<file path="src/rtl/cmp_result_monitor.sv">
// cmp_result_monitor: outcome counters and match-lock FSM behind the comparator.
// Optional macro CMP_MON_ONEHOT_CHECK_EN enables one-hot flag checking.
//
// Ports:
//   clk, rst_n            clock, async active-low reset
//   clear                 sync clear of counters, FSM and error flag
//   in_valid              flags carry a sample this cycle
//   a_less_b/a_equal_b/
//   a_greater_b           comparator result flags
//   less_cnt/equal_cnt/
//   greater_cnt           saturating outcome counters
//   locked                high in LOCKED and SLIP
//   lock_event            pulse on SEARCH -> LOCKED
//   unlock_event          pulse on return to SEARCH
//   flag_err              sticky illegal-flag indicator (0 without macro)
module cmp_result_monitor #(
  parameter int CNT_W      = 8,
  parameter int LOCK_RUN   = 4,
  parameter int UNLOCK_RUN = 2
) (
  input  logic             clk,
  input  logic             rst_n,
  input  logic             clear,
  input  logic             in_valid,
  input  logic             a_less_b,
  input  logic             a_equal_b,
  input  logic             a_greater_b,
  output logic [CNT_W-1:0] less_cnt,
  output logic [CNT_W-1:0] equal_cnt,
  output logic [CNT_W-1:0] greater_cnt,
  output logic             locked,
  output logic             lock_event,
  output logic             unlock_event,
  output logic             flag_err
);

  typedef enum logic [1:0] {
    SEARCH,
    LOCKED,
    SLIP
  } state_t;

  typedef enum logic [2:0] {
    K_NONE,
    K_EQ,
    K_LT,
    K_GT,
    K_ERR
  } kind_t;

  localparam logic [3:0] LOCK_N   = 4'(LOCK_RUN);
  localparam logic [3:0] UNLOCK_N = 4'(UNLOCK_RUN);
  localparam logic [CNT_W-1:0] CNT_ONE = CNT_W'(1);
  localparam logic [CNT_W-1:0] CNT_MAX = {CNT_W{1'b1}};

  state_t     state_q;
  state_t     state_d;
  logic [3:0] run_q;
  logic [3:0] run_d;
  logic [3:0] run_inc;
  logic       lock_ev_d;
  logic       unlock_ev_d;
  kind_t      kind;
  logic       miss;

  // Sample classification; equal wins over less, less over greater.
  always_comb begin
    kind = K_NONE;
    if (in_valid) begin
      priority case (1'b1)
        a_equal_b:   kind = K_EQ;
        a_less_b:    kind = K_LT;
        a_greater_b: kind = K_GT;
        default:     kind = K_NONE;
      endcase
`ifdef CMP_MON_ONEHOT_CHECK_EN
      if (!$onehot({a_less_b, a_equal_b, a_greater_b}))
        kind = K_ERR;
`endif
    end
  end

  // ERR breaks a lock exactly like a real mismatch.
  assign miss = (kind == K_LT) ||
                (kind == K_GT) ||
                (kind == K_ERR);

  assign run_inc = run_q + 4'd1;

  always_comb begin
    state_d     = state_q;
    run_d       = run_q;
    lock_ev_d   = 1'b0;
    unlock_ev_d = 1'b0;
    if (kind != K_NONE) begin
      unique case (state_q)
        SEARCH: begin
          if (kind == K_EQ) begin
            if (run_inc == LOCK_N) begin
              state_d   = LOCKED;
              run_d     = 4'd0;
              lock_ev_d = 1'b1;
            end else begin
              run_d = run_inc;
            end
          end else begin
            run_d = 4'd0;
          end
        end
        LOCKED: begin
          if (miss) begin
            if (UNLOCK_N == 4'd1) begin
              state_d     = SEARCH;
              run_d       = 4'd0;
              unlock_ev_d = 1'b1;
            end else begin
              state_d = SLIP;
              run_d   = 4'd1;
            end
          end
        end
        SLIP: begin
          if (kind == K_EQ) begin
            state_d = LOCKED;
            run_d   = 4'd0;
          end else if (run_inc == UNLOCK_N) begin
            state_d     = SEARCH;
            run_d       = 4'd0;
            unlock_ev_d = 1'b1;
          end else begin
            run_d = run_inc;
          end
        end
        default: begin
          state_d = SEARCH;
          run_d   = 4'd0;
        end
      endcase
    end
  end

  always_ff @(posedge clk or negedge rst_n) begin
    if (!rst_n) begin
      state_q      <= SEARCH;
      run_q        <= 4'd0;
      lock_event   <= 1'b0;
      unlock_event <= 1'b0;
    end else if (clear) begin
      state_q      <= SEARCH;
      run_q        <= 4'd0;
      lock_event   <= 1'b0;
      unlock_event <= 1'b0;
    end else begin
      state_q      <= state_d;
      run_q        <= run_d;
      lock_event   <= lock_ev_d;
      unlock_event <= unlock_ev_d;
    end
  end

  always_ff @(posedge clk or negedge rst_n) begin
    if (!rst_n) begin
      less_cnt    <= '0;
      equal_cnt   <= '0;
      greater_cnt <= '0;
    end else if (clear) begin
      less_cnt    <= '0;
      equal_cnt   <= '0;
      greater_cnt <= '0;
    end else begin
      if (kind == K_LT && less_cnt != CNT_MAX)
        less_cnt <= less_cnt + CNT_ONE;
      if (kind == K_EQ && equal_cnt != CNT_MAX)
        equal_cnt <= equal_cnt + CNT_ONE;
      if (kind == K_GT && greater_cnt != CNT_MAX)
        greater_cnt <= greater_cnt + CNT_ONE;
    end
  end

  assign locked = (state_q != SEARCH);

`ifdef CMP_MON_ONEHOT_CHECK_EN
  always_ff @(posedge clk or negedge rst_n) begin
    if (!rst_n)
      flag_err <= 1'b0;
    else if (clear)
      flag_err <= 1'b0;
    else if (kind == K_ERR)
      flag_err <= 1'b1;
  end
`else
  assign flag_err = 1'b0;
`endif

endmodule

</file>
<file path="config.mk">
export PLATFORM = sky130hd
export DESIGN_NAME = cmp_result_monitor
export DESIGN_NICKNAME = d
export VERILOG_FILES = /design/src/rtl/cmp_result_monitor.sv
export SDC_FILE = /design/constraint.sdc
export NUM_CORES = 1
export LEC_CHECK = 0
export ABC_AREA = 1
export BUFFER_PORTS_ARGS = -buffer_cell sky130_fd_sc_hd__buf_2
export CAP_MARGIN = 0
export CORE_UTILIZATION = 55
export CTS_CLUSTER_SIZE = 10
export DETAILED_ROUTE_END_ITERATION = 8
export PLACE_DENSITY = 0.79
export SYNTH_ARGS = -nofsm -noshare
export SYNTH_HDL_FRONTEND = slang
export SYNTH_SLANG_ARGS = --single-unit
</file>
<file path="constraint.sdc">
create_clock -name clk -period 3.01 [get_ports clk]
set_clock_uncertainty 0.1 [all_clocks]
set_input_delay 0.301 -clock clk [delete_from_list [all_inputs] [get_ports clk]]
set_output_delay 0.301 -clock clk [all_outputs]
set_load 0.02 [all_outputs]
</file>
==> results.py <==
metrics = {
    "global_routing": {
        "grt_util_all_layers_pct": 21.9,
        "grt_max_degree": 33,
        "grt_pass1_wl_um": 5930,
        "gr-total-overflow": 0,
        "antenna_found_initial": 0,
        "grt_pass1_vias": 1420,
    },
    "clock_network": {
        "clkTransAtPathRegs_ns": 0.11,
        "clock-root-buffer": "clkbuf_4",
        "clock_latency_ns": 0.35,
        "post_cts_resized": 0,
        "cts_tree": "built",
        "cts_inserted_buffers": 5,
        "h-tree-depth": 2,
        "numClockSinks": 32,
        "clockBufferDepth": 2,
    },
    "logic_synthesis": {
        "ys_seq_area_share_pct": 41.6,
        "yosysUniqueCellTypes": 32,
        "ys_seq_elements": 32,
        "syn-num-nets": 265,
        "syn_area_um2": 1920,
        "ys.warnings.count": 0,
        "synth_cells": 252,
        "synth_area_per_cell_um2": 7.63,
    },
    "power_and_ir_drop": {
        "switching_power_uw": 372,
        "p_leak_uw": 0.00115,
        "seq_power_share_pct": 45.4,
        "pwr-share-comb_pct": 24.0,
        "ir_drop_mv": 0.304,
        "power_uw": 1090,
        "swShare_pct": 34.2,
        "intPower_uw": 717,
        "clock_power_share_pct": 30.6,
        "powerDensity_nw_per_um2": 493,
    },
    "drt": {
        "drc_errors": 0,
        "routed_wl_um": 3820,
        "post_drt_via_cell_ratio": 5.21,
        "vias": 1749,
        "wire_per_inst_um": 11.4,
        "ant_nets": 0,
        "firstDrtPassIters": 4,
        "drt_iter0_drc": 81,
    },
    "critical_path": {
        "cp_cell_sequence": "ha_1 -> nand4_2 -> o21ai_4 -> nand2_2 -> a21oi_1 -> nor2_1",
        "crit_type": "flip-flop to flip-flop",
        "path_max_fanout": 10,
        "r2r_start": "equal_cnt[0]$_DFFE_PN0P_",
        "end_kind": "flip-flop",
        "required_ns": 3.16,
        "max_stage_delay_ns": 0.42,
        "worstPathArrival_ns": 1.81,
        "r2r-end": "equal_cnt[5]$_DFFE_PN0P_",
        "cp_slowest_cell": "dfrtp_1",
        "ff2ff_path_depth": 6,
        "rrSetupSlack_ns": 1.34,
        "start_kind": "flip-flop",
    },
    "layout": {
        "drive_gt1_share_pct": 20.3,
        "multi_input_comb_area_um2": 962,
        "final_cells": 336,
        "layout.nets": 302,
        "regArea_um2": 801,
        "diodes": 0,
        "final_core_util_pct": 66.3,
        "areaGrowthSynthToFinish_pct": 15.0,
        "fill_cells": 313,
    },
    "placed_design": {
        "io_buffers": 33,
        "dp_hpwl_um": 2780,
        "placedCellCount": 327,
        "place.gp.congestion": 0.847,
    },
    "timing": {
        "finalSetupViolCount": 0,
        "relSlewSlack_pct": 52.7,
        "tightest_slew_ns": 0.710,
        "fin_setup_tns_ns": 0,
        "hold_ws_ns": 0.149,
        "hold_violations": 0,
        "rsz0062_at_grt": "false",
        "period_needed_ns": 1.67,
        "maxSlewViolCount": 0,
        "fin_crit_sh_pct": 55.4,
        "timing.fmax_ghz": 0.600,
    },
    "floorplan": {
        "die_x_um": 61.1,
        "coreArea_um2": 3340,
        "fp.dieArea_um2": 3740,
        "io_pins": 35,
        "rows": 21,
        "start_util_pct": 57.6,
        "die_y_um": 61.1,
    },
    "hold_path": {
        "hp-class": "input port to flip-flop",
        "hold_end": "less_cnt[2]$_DFFE_PN0P_",
        "min-delay-start": "a_less_b",
        "whs_path_depth": 3,
    },
    "job": {
        "maxCapViolCount": 0,
    },
    "outcome": {
        "status": "completed",
    },
}
## cell usage in the layout, fill, tap and decap left out, types with 4 or more instances in the layout
master	synthesis	final
a21oi_1	10	10
buf_2	2	33
clkbuf_4	0	5
dfrtp_1	32	32
ha_1	6	6
inv_1	32	32
nand2_1	58	58
nand3_1	26	26
nand4_1	5	5
nor2_1	25	25
nor3_1	4	4
o21ai_0	12	12
o21ai_1	5	5
o31ai_1	4	4
xor2_1	5	5
## timing repair
item,CTS,global route
setup buffers,0,0
endpoints found under the hold margin,32,0
endpoints found under the setup margin,0,0
hold buffers,1,0
## flip-flops by register name, indices dropped and copies added (netlist names)
register / flops
unlock_event: 1
run_q: 4
greater_cnt: 8
lock_event: 1
less_cnt: 8
state_q: 2
equal_cnt: 8
## synth_stat cells
cell type  count  area [um2]
nor2_1        25        93.8
nand4_2        1        12.5
nand3_2        1        10.0
nand4_1        5        31.3
o21ai_0       12        60.1
nand2_2        3        18.8
nand3_1       26         130
dfrtp_1       32         801
nand2_1       58         218
a31oi_1        1        6.26
o21ai_1        5        25.0
clkinv_2       1        5.00
nand3b_1       1        7.51
o22ai_1        1        6.26
ha_1           6        75.1
conb_1         1        3.75
nor2_2         2        12.5
nor2_4         3        33.8
o21ai_4        1        16.3
inv_4          1        6.26
nand2_4        3        33.8
inv_1         32         120
a21oi_2        1        8.76
clkbuf_1       1        3.75
nor3_1         4        20.0
buf_2          2        10.0
o31ai_1        4        30.0
xnor2_1        1        8.76
buf_4          2        15.0
a21oi_1       10        50.1
or2_2          1        6.26
xor2_1         5        43.8
## per-layer routing
layer / share of wire [%] / vias up / global-route usage (%) / wire, um
met4: 2.0 / 0 / 12.7 / 75
met2: 49 / 34 / 36.0 / 1860
met3: 3.4 / 7 / 3.78 / 130
met1: 46 / 823 / 27.0 / 1750
met5: 0 / - / 0 / 0
li1: - / 885 / - / -
## power by group through the flow
stage	registers [uW]	clock network [uW]	logic (uW)
global placement	501	0	259
detailed placement	503	0	259
finish	495	333	262
floorplan	509	0	181
global route	500	353	296
CTS	495	337	263
## critical path, delay by kind of cell (launching register included)
kind,cells,cell delay [ns]
flip-flops,1,0.42
AO/OA/AOI/OAI,2,0.48
AND/OR/NAND/NOR,3,0.32
adder cells (fa/ha/maj),1,0.25
## worst max-delay path by stage
stage / cells after the start / endpoint / slack, ns / start
floorplan: 6 / equal_cnt[5]$_DFFE_PN0P_ / 1.37 / equal_cnt[0]$_DFFE_PN0P_
global placement: 6 / equal_cnt[2]$_DFFE_PN0P_ / 1.39 / equal_cnt[0]$_DFFE_PN0P_
detailed placement: 6 / less_cnt[1]$_DFFE_PN0P_ / 1.37 / clear
CTS: 6 / equal_cnt[5]$_DFFE_PN0P_ / 1.35 / equal_cnt[0]$_DFFE_PN0P_
global route: 10 / less_cnt[7]$_DFFE_PN0P_ / 1.23 / less_cnt[0]$_DFFE_PN0P_
finish: 6 / equal_cnt[5]$_DFFE_PN0P_ / 1.34 / equal_cnt[0]$_DFFE_PN0P_
## kinds of logic (layout without fill, tap and decap cells)
| kind of cell | Yosys count | count (layout) | share of synthesized area, % |
|---|---|---|---|
| DFF | 32 | 32 | 41.6 |
| xor gates and xnor gates | 6 | 6 | 2.73 |
| buffers and inverters | 39 | 77 | 8.33 |
| adders and majority gates | 6 | 6 | 3.90 |
| and+or+nand+nor | 133 | 133 | 32.7 |
| other | 1 | 1 | 0.195 |
| AOI/OAI and AO/OA | 35 | 35 | 10.5 |
## cell type report
cell class	instances	share of cell area, %
multi-input combinational	181	43.5
sequential	32	36.2
timing repair buffer	35	8.26
inverter	34	5.94
tap	46	2.60
clock buffer	6	1.87
clock inverter	2	1.58
## stage by stage
| step | cell area, um2 | worst slack (ns) |
|---|---|---|
| after floorplan | 1920 | 1.37 |
| after global placement | 2120 | 1.39 |
| after detailed placement | 2120 | 1.37 |
| after CTS | 2210 | 1.35 |
| after global routing | 2210 | 1.23 |
| final | 2210 | 1.34 |
No activity file was read; power rests on OpenSTA's default activity.
